==> src/rtl/reg_file.sv <==
// rtl/reg_file.sv - 31x32 register file with write-through bypass and per-register pending-write scoreboard
module reg_file (
    input  logic        clk,
    input  logic        nrst,
    input  logic [4:0]  i_ID_reg_RegAddr1,
    input  logic [4:0]  i_ID_reg_RegAddr2,
    input  logic        i_ID_reg_Use1,
    input  logic        i_ID_reg_Use2,
    output logic [31:0] o_ID_reg_RegData1,
    output logic [31:0] o_ID_reg_RegData2,
    input  logic        i_ID_reg_Issue,
    input  logic [4:0]  i_ID_reg_DstAddr,
    input  logic        i_WB_reg_RegWrite,
    input  logic [4:0]  i_WB_reg_RegAddr,
    input  logic [31:0] i_WB_reg_RegData,
    input  logic        i_ID_reg_Flush,
    output logic        o_ID_reg_Stall,
    output logic        o_ID_reg_Overflow,
    output logic        o_ID_reg_Underflow
);

    logic [31:0] regs [1:31];
    logic [1:0]  pend [1:31];
    logic        overflow;
    logic        underflow;
    logic        wb_en;
    logic        issue_en;
    logic        stall;

    assign wb_en = i_WB_reg_RegWrite && (i_WB_reg_RegAddr != 5'd0);

    function automatic logic [31:0] read_port(input logic [4:0] addr);
        if (addr == 5'd0)
            return 32'd0;
        else if (wb_en && (i_WB_reg_RegAddr == addr))
            return i_WB_reg_RegData;
        else
            return regs[addr];
    endfunction

    // A writeback landing this cycle retires one pending write; a count of 0 never goes negative.
    function automatic logic still_pending(input logic [4:0] addr);
        logic wb_hit;
        wb_hit = wb_en && (i_WB_reg_RegAddr == addr);
        if (addr == 5'd0)
            return 1'b0;
        else if (pend[addr] > 2'd1)
            return 1'b1;
        else
            return (pend[addr] == 2'd1) && !wb_hit;
    endfunction

    assign o_ID_reg_RegData1 = read_port(i_ID_reg_RegAddr1);
    assign o_ID_reg_RegData2 = read_port(i_ID_reg_RegAddr2);

    assign stall = (i_ID_reg_Use1 && still_pending(i_ID_reg_RegAddr1)) ||
                   (i_ID_reg_Use2 && still_pending(i_ID_reg_RegAddr2));
    assign o_ID_reg_Stall     = stall;
    assign o_ID_reg_Overflow  = overflow;
    assign o_ID_reg_Underflow = underflow;

    assign issue_en = i_ID_reg_Issue && (i_ID_reg_DstAddr != 5'd0) && !stall;

    always_ff @(posedge clk) begin
        if (!nrst) begin
            for (int a = 1; a < 32; a++) begin
                regs[a] <= 32'd0;
                pend[a] <= 2'd0;
            end
            overflow  <= 1'b0;
            underflow <= 1'b0;
        end else begin
            if (wb_en)
                regs[i_WB_reg_RegAddr] <= i_WB_reg_RegData;
            if (i_ID_reg_Flush) begin
                for (int a = 1; a < 32; a++)
                    pend[a] <= 2'd0;
            end else begin
                for (int a = 1; a < 32; a++) begin
                    logic inc;
                    logic dec;
                    inc = issue_en && (i_ID_reg_DstAddr == 5'(a));
                    dec = wb_en && (i_WB_reg_RegAddr == 5'(a));
                    if (inc && !dec) begin
                        if (pend[a] == 2'd3)
                            overflow <= 1'b1;
                        else
                            pend[a] <= pend[a] + 2'd1;
                    end else if (dec && !inc) begin
                        if (pend[a] == 2'd0)
                            underflow <= 1'b1;
                        else
                            pend[a] <= pend[a] - 2'd1;
                    end
                end
            end
        end
    end

endmodule

==> config.mk <==
export PLATFORM = sky130hd
export DESIGN_NAME = reg_file
export DESIGN_NICKNAME = d
export VERILOG_FILES = /design/src/rtl/reg_file.sv
export SDC_FILE = /design/constraint.sdc
export NUM_CORES = 2
export LEC_CHECK = 0
export CELL_PAD_IN_SITES_DETAIL_PLACEMENT = 0
export CELL_PAD_IN_SITES_GLOBAL_PLACEMENT = 1
export CORE_AREA = 2 2 342 344
export CTS_CLUSTER_SIZE = 20
export DETAILED_ROUTE_END_ITERATION = 8
export DIE_AREA = 0 0 344 346
export GPL_TIMING_DRIVEN = 0
export HOLD_SLACK_MARGIN = 0.12
export PLACE_DENSITY = 0.85
export SYNTH_ARGS = -nofsm -noshare
export SYNTH_HDL_FRONTEND = slang
export SYNTH_SLANG_ARGS = --single-unit
==> constraint.sdc <==
create_clock -name clk -period 6.8 [get_ports clk]
set_input_delay 1.36 -clock clk [delete_from_list [all_inputs] [get_ports clk]]
set_output_delay 1.36 -clock clk [all_outputs]
set_load 0.02 [all_outputs]
==> flow_metrics.env <==
export IMPL_status="finished, violations left"
export IMPL_violations="max-capacitance violations, max-slew violations, negative setup slack"
export IMPL_layout_commonest_cell="edfxtp_1"
export IMPL_maxCapViolCount=4
export IMPL_drive_gt1_share_pct=23.41
export IMPL_seq_area_frac_synth_pct=52.85
export IMPL_layout_min_cycle_time_ns=6.906
export IMPL_ys_flop_type="edfxtp_1"
export IMPL_num_vias=44330
export IMPL_worst_pin_slew_ns=1.633
export IMPL_initial_core_util_pct=53.53
export IMPL_final_cells=6165
export IMPL_placed_area_sq_um=65850
export IMPL_whs_ns=0.6054
export IMPL_cts_made_buffers=116
export IMPL_die_h_microns=346
export IMPL_post_cts_setup_buffers=0
export IMPL_drtPass1Iterations=6
export IMPL_fmax_mhz=144.8
export IMPL_slew_viol_final=24
export IMPL_final_setup_tns_ns=-0.5871
export IMPL_antenna_found_initial=16
export IMPL_grt_pass1_wl_microns=333000
export IMPL_avgSynthCellArea_sq_um=14.61
export IMPL_startpoint_type="input pin"
export IMPL_clock_sinks=1088
export IMPL_dieArea_sq_um=119000
export IMPL_synth_edf_count=1086
export IMPL_rrSetupSlack_ns=2.07
export IMPL_portBuffers=115
export IMPL_fp_dieW_microns=344
export IMPL_grt_pass1_vias=42590
export IMPL_cts_max_level=3
export IMPL_cts_tree="built"
export IMPL_rows=125
export IMPL_crit_required_ns=5.44
export IMPL_wl_per_cell_microns=39.82
export IMPL_finalInstanceArea_sq_um=70310
export IMPL_slew_headroom_pct=-9.263
export IMPL_grt_start_max_net_pins=33
export IMPL_irDropWorstVdd_mv=0.2458
export IMPL_crit_type="input pin to output port"
export IMPL_hold_viol_final=0
export IMPL_netlist_area_sq_um=61780
export IMPL_fin_skew_ns=0.01203
export IMPL_grt_ovfl_total=0
export IMPL_p_per_area_nw_per_um2=244.5
export IMPL_clockBufferDepth=3
export IMPL_timing_final_ws_setup_ns=-0.1059
export IMPL_dp_cells=5937
export IMPL_yosysWarnings=0
export IMPL_ant_nets=0
export IMPL_synthArstFlopShare_pct=0
export IMPL_clk_pin_slew_ns=0.06
export IMPL_cts_hold_fix_buffers=0
export IMPL_netlist_instances=4230
export IMPL_grt_usage_pct=41.45
export IMPL_fillers=8765
export IMPL_ys_types=76
export IMPL_first_iter_violations=8326
export IMPL_areaGrowthSynthToFinish_pct=13.81
export IMPL_yosys_register_bits=1088
export IMPL_cts_root_buf="clkbuf_16"
export IMPL_leakagePower_nw=24.55
export IMPL_drc=0
export IMPL_drt_vias_per_instance=7.190
export IMPL_hp_class="register to register"
export IMPL_arrival_ns=5.55
export IMPL_coreArea_sq_um=115400
export IMPL_insertion_delay_ns=0.75
export IMPL_hpwl_microns=177700
export IMPL_finalNetCount=4652
export IMPL_drt_total_wl_microns=245500
export IMPL_critPathMaxFanout=10
export IMPL_post_route_period_util_pct=101.6
export IMPL_setup_viol=17
export IMPL_gp_congestion=1.054
export IMPL_end_kind="output port"
export IMPL_layout_common_cells="edfxtp_1 (1086), and2_1 (878), mux4_2 (634)"
export IMPL_ios=126
[cell usage after synthesis, types with 32 or more instances]
| master | instances | area share [%] |
|---|---|---|
| nor2b_1 | 33 | 0.33 |
| nor2_1 | 188 | 1.1 |
| clkbuf_1 | 360 | 2.2 |
| inv_1 | 73 | 0.44 |
| a211oi_1 | 91 | 1.1 |
| edfxtp_1 | 1086 | 53 |
| nand3_1 | 38 | 0.31 |
| mux4_2 | 634 | 23 |
| nand2_1 | 143 | 0.87 |
| mux2i_1 | 111 | 1.8 |
| and2_1 | 878 | 8.9 |
| buf_1 | 65 | 0.39 |
| and3_1 | 136 | 1.4 |
| a21oi_1 | 32 | 0.26 |
| ha_1 | 62 | 1.3 |
[kinds of logic (layout without fill, tap and decap cells)]
| logic type | after synthesis | count (layout) | share of synthesized area (%) |
|---|---|---|---|
| AO/OA/AOI/OAI | 254 | 254 | 2.933 |
| XOR/XNOR | 11 | 11 | 0.1560 |
| adder cells (fa/ha/maj) | 62 | 62 | 1.256 |
| buffers and inverters | 517 | 878 | 3.210 |
| flip-flops | 1088 | 1088 | 52.85 |
| multiplexers | 767 | 767 | 25.46 |
| other | 1 | 51 | 0.006070 |
| AND/OR/NAND/NOR | 1530 | 1530 | 14.13 |
[worst paths after layout]
kind	startpoint	to	cells after the start
min	pend[31][0]$_DFFE_PP_	pend[31][0]$_DFFE_PP_	1
max reg2reg	pend[12][0]$_DFFE_PP_	pend[10][1]$_DFFE_PP_	11
min reg2reg	pend[31][0]$_DFFE_PP_	pend[31][0]$_DFFE_PP_	1
max	i_ID_reg_RegAddr1[3]	o_ID_reg_RegData1[0]	7
[report_power, final]
part	leakage, nW	internal, mW	total, mW	switching (mW)
combinational	12.2	1.12	2.76	1.64
sequential	10.5	7.75	7.96	0.205
clock	1.83	3.65	6.47	2.83
[state kept, by name (all words and copies together) (netlist names)]
register and count:
regs 1024, pend 62, o_ID_reg_Overflow 1, o_ID_reg_Underflow 1
[timing repair]
item	CTS	global route
pin swaps	0	4
resized for setup	246	60
hold endpoints to repair	0	0
setup endpoints to repair	65	53
[layer usage]
metal | part of all wire, % | GRT usage, % | vias up
met5 | 0.072 | 0.6944 | -
met2 | 42 | 57.97 | 4161
met1 | 33 | 53.36 | 22220
met3 | 16 | 16.10 | 933
met4 | 8.9 | 28.11 | 13
li1 | - | - | 17000
[worst max-delay path: stages]
cell	delay (ns)
clkdlybuf4s50_1	0.57
clkbuf_2	0.44
inv_4	0.42
buf_1	1.00
mux2i_1	0.41
a211oi_4	0.58
clkdlybuf4s50_1	0.72
[final cells by class]
cell class / instances / area (sq um) / area share (%)
antenna: 19 / 47.55 / 0.06762
inverter: 77 / 291.5 / 0.4146
buffer: 437 / 2132 / 3.032
timing repair buffer: 155 / 1904 / 2.708
tap: 1524 / 1907 / 2.712
multi-input combinational: 2656 / 27620 / 39.28
clock inverter: 69 / 704.4 / 1.002
sequential: 1088 / 32650 / 46.44
clock buffer: 140 / 3057 / 4.347
[stage by stage]
stage	total power [mW]	util (%)	setup WS, ns
finish	17.19	60.92	-0.1059
global route	17.39	60.89	-0.0001839
CTS	16.99	60.75	-0.1413
detailed placement	10.68	57.05	-2.969
global placement	10.60	56.28	-2.999
floorplan	9.480	-	1.070
(Power assumes the default switching activity.)
